$ cat config.mk
export PLATFORM = sky130hd
export DESIGN_NAME = mem_port_arbiter
export DESIGN_NICKNAME = d
export VERILOG_FILES = /design/src/rtl/mem_arb_pkg.sv /design/src/rtl/mem_arb_pick.sv /design/src/rtl/mem_port_arbiter.sv
export SDC_FILE = /design/constraint.sdc
export NUM_CORES = 1
export LEC_CHECK = 0
export ABC_AREA = 1
export CORE_AREA = 8 8 101 103
export CTS_CLUSTER_SIZE = 30
export DETAILED_ROUTE_END_ITERATION = 10
export DIE_AREA = 0 0 109 111
export GPL_TIMING_DRIVEN = 0
export PLACE_DENSITY_LB_ADDON = 0.25
export SETUP_SLACK_MARGIN = 0.1
export SYNTH_ARGS = -nofsm -noshare
export SYNTH_HDL_FRONTEND = slang
export SYNTH_SLANG_ARGS = --single-unit
$ cat constraint.sdc
create_clock -name clk -period 2.45 [get_ports clk]
set_input_delay 0.49 -clock clk [delete_from_list [all_inputs] [get_ports clk]]
set_output_delay 0.49 -clock clk [all_outputs]
set_load 0.005 [all_outputs]
$ cat src/rtl/mem_arb_pkg.sv
// Shared definitions for the instruction/data memory port arbiter.
// Optional build macro: MEM_ARB_RR_EN (round-robin conflict resolution).
package mem_arb_pkg;

    localparam int unsigned DATA_W = 32;

    // Which access, if any, was issued to the RAM in the previous cycle.
    typedef enum logic [1:0] {
        OUT_NONE = 2'd0,
        OUT_I    = 2'd1,
        OUT_D    = 2'd2,
        OUT_DW   = 2'd3
    } out_e;

endpackage

$ cat src/rtl/mem_arb_pick.sv
// Combinational grant picker: at most one grant per cycle.
// On conflict D wins unless force_i is set.
module mem_arb_pick (
    input  logic i_req,
    input  logic d_req,
    input  logic force_i,
    output logic i_gnt,
    output logic d_gnt
);

    // One-hot grant from the two requests and the override.
    always_comb begin
        i_gnt = i_req && (!d_req || force_i);
        d_gnt = d_req && (!i_req || !force_i);
    end

endmodule

$ cat src/rtl/mem_port_arbiter.sv
// Shares one single-port synchronous-read RAM between the fetch (I) and data (D) ports.
// Default build: D priority with a starvation guard for fetch.
// Build macro MEM_ARB_RR_EN: round-robin on conflict instead.
module mem_port_arbiter
    import mem_arb_pkg::*;
#(
    parameter int unsigned ADDR_W     = 10,
    parameter int unsigned STARVE_MAX = 4
) (
    input  logic              clk,
    input  logic              rst,
    input  logic              i_req,
    input  logic [31:0]       i_addr,
    output logic              i_gnt,
    output logic              i_rvalid,
    output logic [DATA_W-1:0] i_rdata,
    input  logic              d_req,
    input  logic              d_we,
    input  logic [3:0]        d_be,
    input  logic [31:0]       d_addr,
    input  logic [DATA_W-1:0] d_wdata,
    output logic              d_gnt,
    output logic              d_rvalid,
    output logic [DATA_W-1:0] d_rdata,
    output logic              mem_en,
    output logic [3:0]        mem_we,
    output logic [ADDR_W-1:0] mem_addr,
    output logic [DATA_W-1:0] mem_wdata,
    input  logic [DATA_W-1:0] mem_rdata
);

    out_e              outstanding;
    logic [DATA_W-1:0] i_rdata_hold;
    logic [DATA_W-1:0] d_rdata_hold;
    logic              force_i;

    // Byte-lane bits and bits above the RAM range take no part in addressing.
    logic unused_addr_bits;
    assign unused_addr_bits = ^{i_addr[31:ADDR_W+2], i_addr[1:0],
                                d_addr[31:ADDR_W+2], d_addr[1:0]};

    // Requests are masked during reset so no access is issued in that cycle.
    mem_arb_pick u_pick (
        .i_req   (i_req && !rst),
        .d_req   (d_req && !rst),
        .force_i (force_i),
        .i_gnt   (i_gnt),
        .d_gnt   (d_gnt)
    );

`ifdef MEM_ARB_RR_EN
    logic last_winner_d; // 1: D won the most recent grant, 0: I did

    assign force_i = last_winner_d;

    // Remember the last winner so the other port takes the next conflict.
    always_ff @(posedge clk) begin
        if (rst) begin
            last_winner_d <= 1'b0;
        end else if (d_gnt) begin
            last_winner_d <= 1'b1;
        end else if (i_gnt) begin
            last_winner_d <= 1'b0;
        end
    end
`else
    localparam logic [3:0] STARVE_LIM = 4'(STARVE_MAX);

    logic [3:0] starve_cnt;

    assign force_i = (starve_cnt == STARVE_LIM);

    // Count fetch cycles lost to D; once at the limit, fetch wins the next conflict.
    always_ff @(posedge clk) begin
        if (rst) begin
            starve_cnt <= 4'd0;
        end else if (!i_req || i_gnt) begin
            starve_cnt <= 4'd0;
        end else if (d_gnt && (starve_cnt != STARVE_LIM)) begin
            starve_cnt <= starve_cnt + 4'd1;
        end
    end
`endif

    // Drive the RAM from whichever port holds the grant.
    always_comb begin
        mem_en    = i_gnt || d_gnt;
        mem_we    = 4'b0000;
        mem_addr  = '0;
        mem_wdata = '0;
        if (d_gnt) begin
            mem_addr = d_addr[ADDR_W+1:2];
            if (d_we) begin
                mem_we    = d_be;
                mem_wdata = d_wdata;
            end
        end else if (i_gnt) begin
            mem_addr = i_addr[ADDR_W+1:2];
        end
    end

    // Track the issued access and keep the last read word of each port.
    always_ff @(posedge clk) begin
        if (rst) begin
            outstanding  <= OUT_NONE;
            i_rdata_hold <= '0;
            d_rdata_hold <= '0;
        end else begin
            if (d_gnt) begin
                outstanding <= d_we ? OUT_DW : OUT_D;
            end else if (i_gnt) begin
                outstanding <= OUT_I;
            end else begin
                outstanding <= OUT_NONE;
            end
            if (outstanding == OUT_I) begin
                i_rdata_hold <= mem_rdata;
            end
            if (outstanding == OUT_D) begin
                d_rdata_hold <= mem_rdata;
            end
        end
    end

    // RAM data is presented in the response cycle and held afterwards;
    // a reset in the response cycle drops the response.
    always_comb begin
        i_rvalid = !rst && (outstanding == OUT_I);
        d_rvalid = !rst && ((outstanding == OUT_D) || (outstanding == OUT_DW));
        if (rst) begin
            i_rdata = '0;
            d_rdata = '0;
        end else begin
            i_rdata = (outstanding == OUT_I) ? mem_rdata : i_rdata_hold;
            d_rdata = (outstanding == OUT_D) ? mem_rdata : d_rdata_hold;
        end
    end

endmodule

==> reports/metrics.csv <==
stage,metric,value,unit
timing,post-route-min-period,2.38,ns
setup_path,path_max_fanout,8,
power,p_sw,0.752,mW
setup_path,crit_slowest_cell,clkdlybuf4s50_1,
synthesis,ys_types,19,
cts,numCtsBuffers,9,
timing,fin_skew,0.00708,ns
power,combPwrFrac,0.251,
timing,slew_headroom,0.726,
power,powerDensity,504,nW/um^2
placement,dpl_worst_slack,-0.528,ns
synthesis,syn_nets,574,
global_routing,grt_pass1_wl,19.1,mm
routing,via_per_inst,4.68,
timing,fin_crit_sh,0.970,
global_routing,grt_max_degree,12,
setup_path,worstSetupPathType,reg2out,
floorplanning,core_area,8550,um^2
hold_path,hold-path-cell-count,2,
power,seqPwrFrac,0.426,
power,switching_share,0.258,
synthesis,avgSynthCellArea,6.81,um^2
synthesis,seq_area_frac_synth,0.473,
timing,worstMarginPinSlew,0.410,ns
floorplanning,die_area,12100,um^2
routing,wirelength,12.5,mm
setup_path,reg2reg_depth,11,
hold_path,hold_class,reg2reg,
setup_path,crit_arrival,1.89,ns
placement,hpwl,9.48,mm
synthesis,synthCells,435,
setup_path,slowest_delay,0.46,ns
global_routing,grt_pass1_vias,3820,
run_status,status,completed,
placement,port_buffers,206,
timing,slew_violations,0,
routing,drt_iter0_drc,160,
timing,tns,0,ns
power,power_frac_clock,0.323,
setup_path,critPathCaptureType,primary output,
power,peakVddDrop,301,uV
routing,drtAntennaViolNets,0,
timing,fmax,421,MHz
global_routing,grt_antenna_before_repair,1,
final_layout,final_layout_size_suffix_gt1_frac,0.207,
synthesis,ys_warn_count,0,
cts,cts_tree,built,
timing,fin_ws,0.0745,ns
flow_run,cap_violations,0,
setup_path,path_cells,inv_2 > ha_4 > nand2_2 > nor2_2 > nand2_2 > buf_6 > nand3_1 > nand2_1 > clkdlybuf4s50_1,
floorplanning,ios,252,
setup_path,cp.required,1.96,ns
floorplanning,rows,34,
cts,clock-root-buffer,clkbuf_8,
global_routing,grt_usage,0.197,
final_layout,fin_nets,816,
cts,cts.path.max_buffers,2,
cts,cts_sinks,70,
routing,routed_wire_length_per_instance,15.8,um
routing,drc_errors,0,
routing,vias,3703,
final_layout,fillerInstances,737,
synthesis,ys_ff_latch,70,
floorplanning,fp.dieW,109,um
cts,clk_pin_slew,0.07,ns
floorplanning,floorplan.initialDensity,0.346,
final_layout,area_growth,95.1,%
placement,gp_congestion,0.825,
timing,finalHoldViolations,0,
placement,placed_cells,749,
setup_path,crit_path_start_kind,flop,
synthesis,syn_area,2960,um^2
cts,clk_latency,0.33,ns
power,power.leakage,3.23,nW
floorplanning,die_h,111,um
setup_path,cp_common_cell,nand2_2,
cts,cts_max_level,3,
timing,finalSetupViolations,0,
timing,rsz0062_at_grt,yes,
timing,whs,0.485,ns
global_routing,overflow,0,
power,internal-power,2.16,mW
final_layout,instances_no_fill,791,
routing,firstDrtPassIters,4,
## worst max-delay path, delay by kind of cell, from the launching register on
family	cells	cell delay (ns)
fa+ha+maj	1	0.14
flops	1	0.33
simple gates	5	0.41
buf+inv	3	0.67
## cell usage in the layout (no fill, tap or decap), types with 4 or more instances in the layout
| cell | netlist | layout |
|---|---|---|
| dfxtp_2 | 0 | 4 |
| o21ai_1 | 11 | 11 |
| nor2_1 | 164 | 154 |
| buf_6 | 2 | 16 |
| nand3_1 | 24 | 23 |
| buf_2 | 12 | 20 |
| dlymetal6s2s_1 | 0 | 47 |
| buf_4 | 0 | 18 |
| nor2_2 | 8 | 16 |
| dlygate4sd2_1 | 0 | 19 |
| buf_8 | 0 | 7 |
| clkbuf_4 | 0 | 4 |
| clkbuf_2 | 1 | 18 |
| inv_2 | 4 | 8 |
| o21ai_0 | 53 | 53 |
| clkbuf_8 | 0 | 12 |
| dfxtp_1 | 70 | 66 |
| clkbuf_1 | 14 | 5 |
| inv_1 | 10 | 4 |
| nand2_1 | 55 | 51 |
| clkdlybuf4s50_1 | 0 | 103 |
## repair_timing
action / CTS / global route
gates resized for setup: 164 / 134
hold buffers: 0 / 0
cloned: 1 / 1
buffers inserted: 10 / 13
setup endpoints to repair: 113 / 93
pin swaps: 6 / 23
## per-layer routing
| metal | up-vias | global-route usage | routed length, um |
|---|---|---|---|
| met1 | 1688 | 0.192 | 4420 |
| met4 | 0 | 0.0539 | 178 |
| met2 | 147 | 0.354 | 6430 |
| met5 | - | 0 | 0 |
| met3 | 10 | 0.0948 | 1460 |
| li1 | 1858 | - | - |
## through the flow
step / total power, mW / instance area, um^2 / util
final: 2.91 / 5780 / 0.676
after global routing: 3.07 / 5780 / 0.676
after CTS: 2.91 / 5520 / 0.645
after detailed placement: 1.96 / 5160 / 0.603
after global placement: 1.94 / 5160 / 0.603
after floorplan: 1.51 / 2960 / -
## sequential cells by signal (all words and copies together) (netlist names)
name	count
d_rdata_hold	32
i_rdata_hold	32
outstanding	2
starve_cnt	4
## path summary, 6_finish.rpt
path | from | end | slack, ns
max | starve_cnt[1] | mem_addr[0] | 0.07
max reg2reg | starve_cnt[1] | outstanding[1] | 0.99
min reg2reg | i_rdata_hold[19] | i_rdata_hold[19] | 0.49
min | i_rdata_hold[19] | i_rdata_hold[19] | 0.49
## cells by family (layout without fill, tap and decap cells)
group | count (synthesis) | after routing | share of synthesized area
simple gates | 253 | 253 | 0.339
flops | 70 | 70 | 0.473
compound gates | 65 | 65 | 0.110
buf+inv | 44 | 291 | 0.0663
fa+ha+maj | 2 | 2 | 0.00845
xor+xnor | 1 | 1 | 0.00296
other cells | 0 | 1 | 0
## layout make-up
type,count,area (um^2),area share
antenna,1,2.50,0.000433
buffer,30,310,0.0537
clock buffer,13,159,0.0275
clock inverter,3,42.5,0.00736
inverter,14,57.6,0.00996
multi-input combinational,321,1440,0.249
sequential,70,1410,0.243
tap,108,135,0.0234
timing repair buffer,230,2220,0.384
timing repair inverter,1,7.51,0.00130
## cells in the mapped netlist, drive strengths merged
cell type	n	area, um^2
clkbuf	15	57.6
o21ai	64	320
xnor2	1	8.76
a21oi	1	5.00
nand3	24	120
inv	14	52.6
buf	15	86.3
nor2	172	666
ha	2	25.0
nand4	1	6.26
nand2	56	213
dfxtp	70	1400
## power by group through the flow
stage / clock (mW) / combinational [mW] / sequential (mW)
2_1_floorplan: 0 / 0.252 / 1.26
3_5_place_dp: 0 / 0.689 / 1.27
5_1_grt: 1.02 / 0.805 / 1.25
3_3_place_gp: 0 / 0.677 / 1.26
4_1_cts: 0.951 / 0.716 / 1.24
6_report: 0.939 / 0.732 / 1.24
Power figures use the tool's default switching activity.
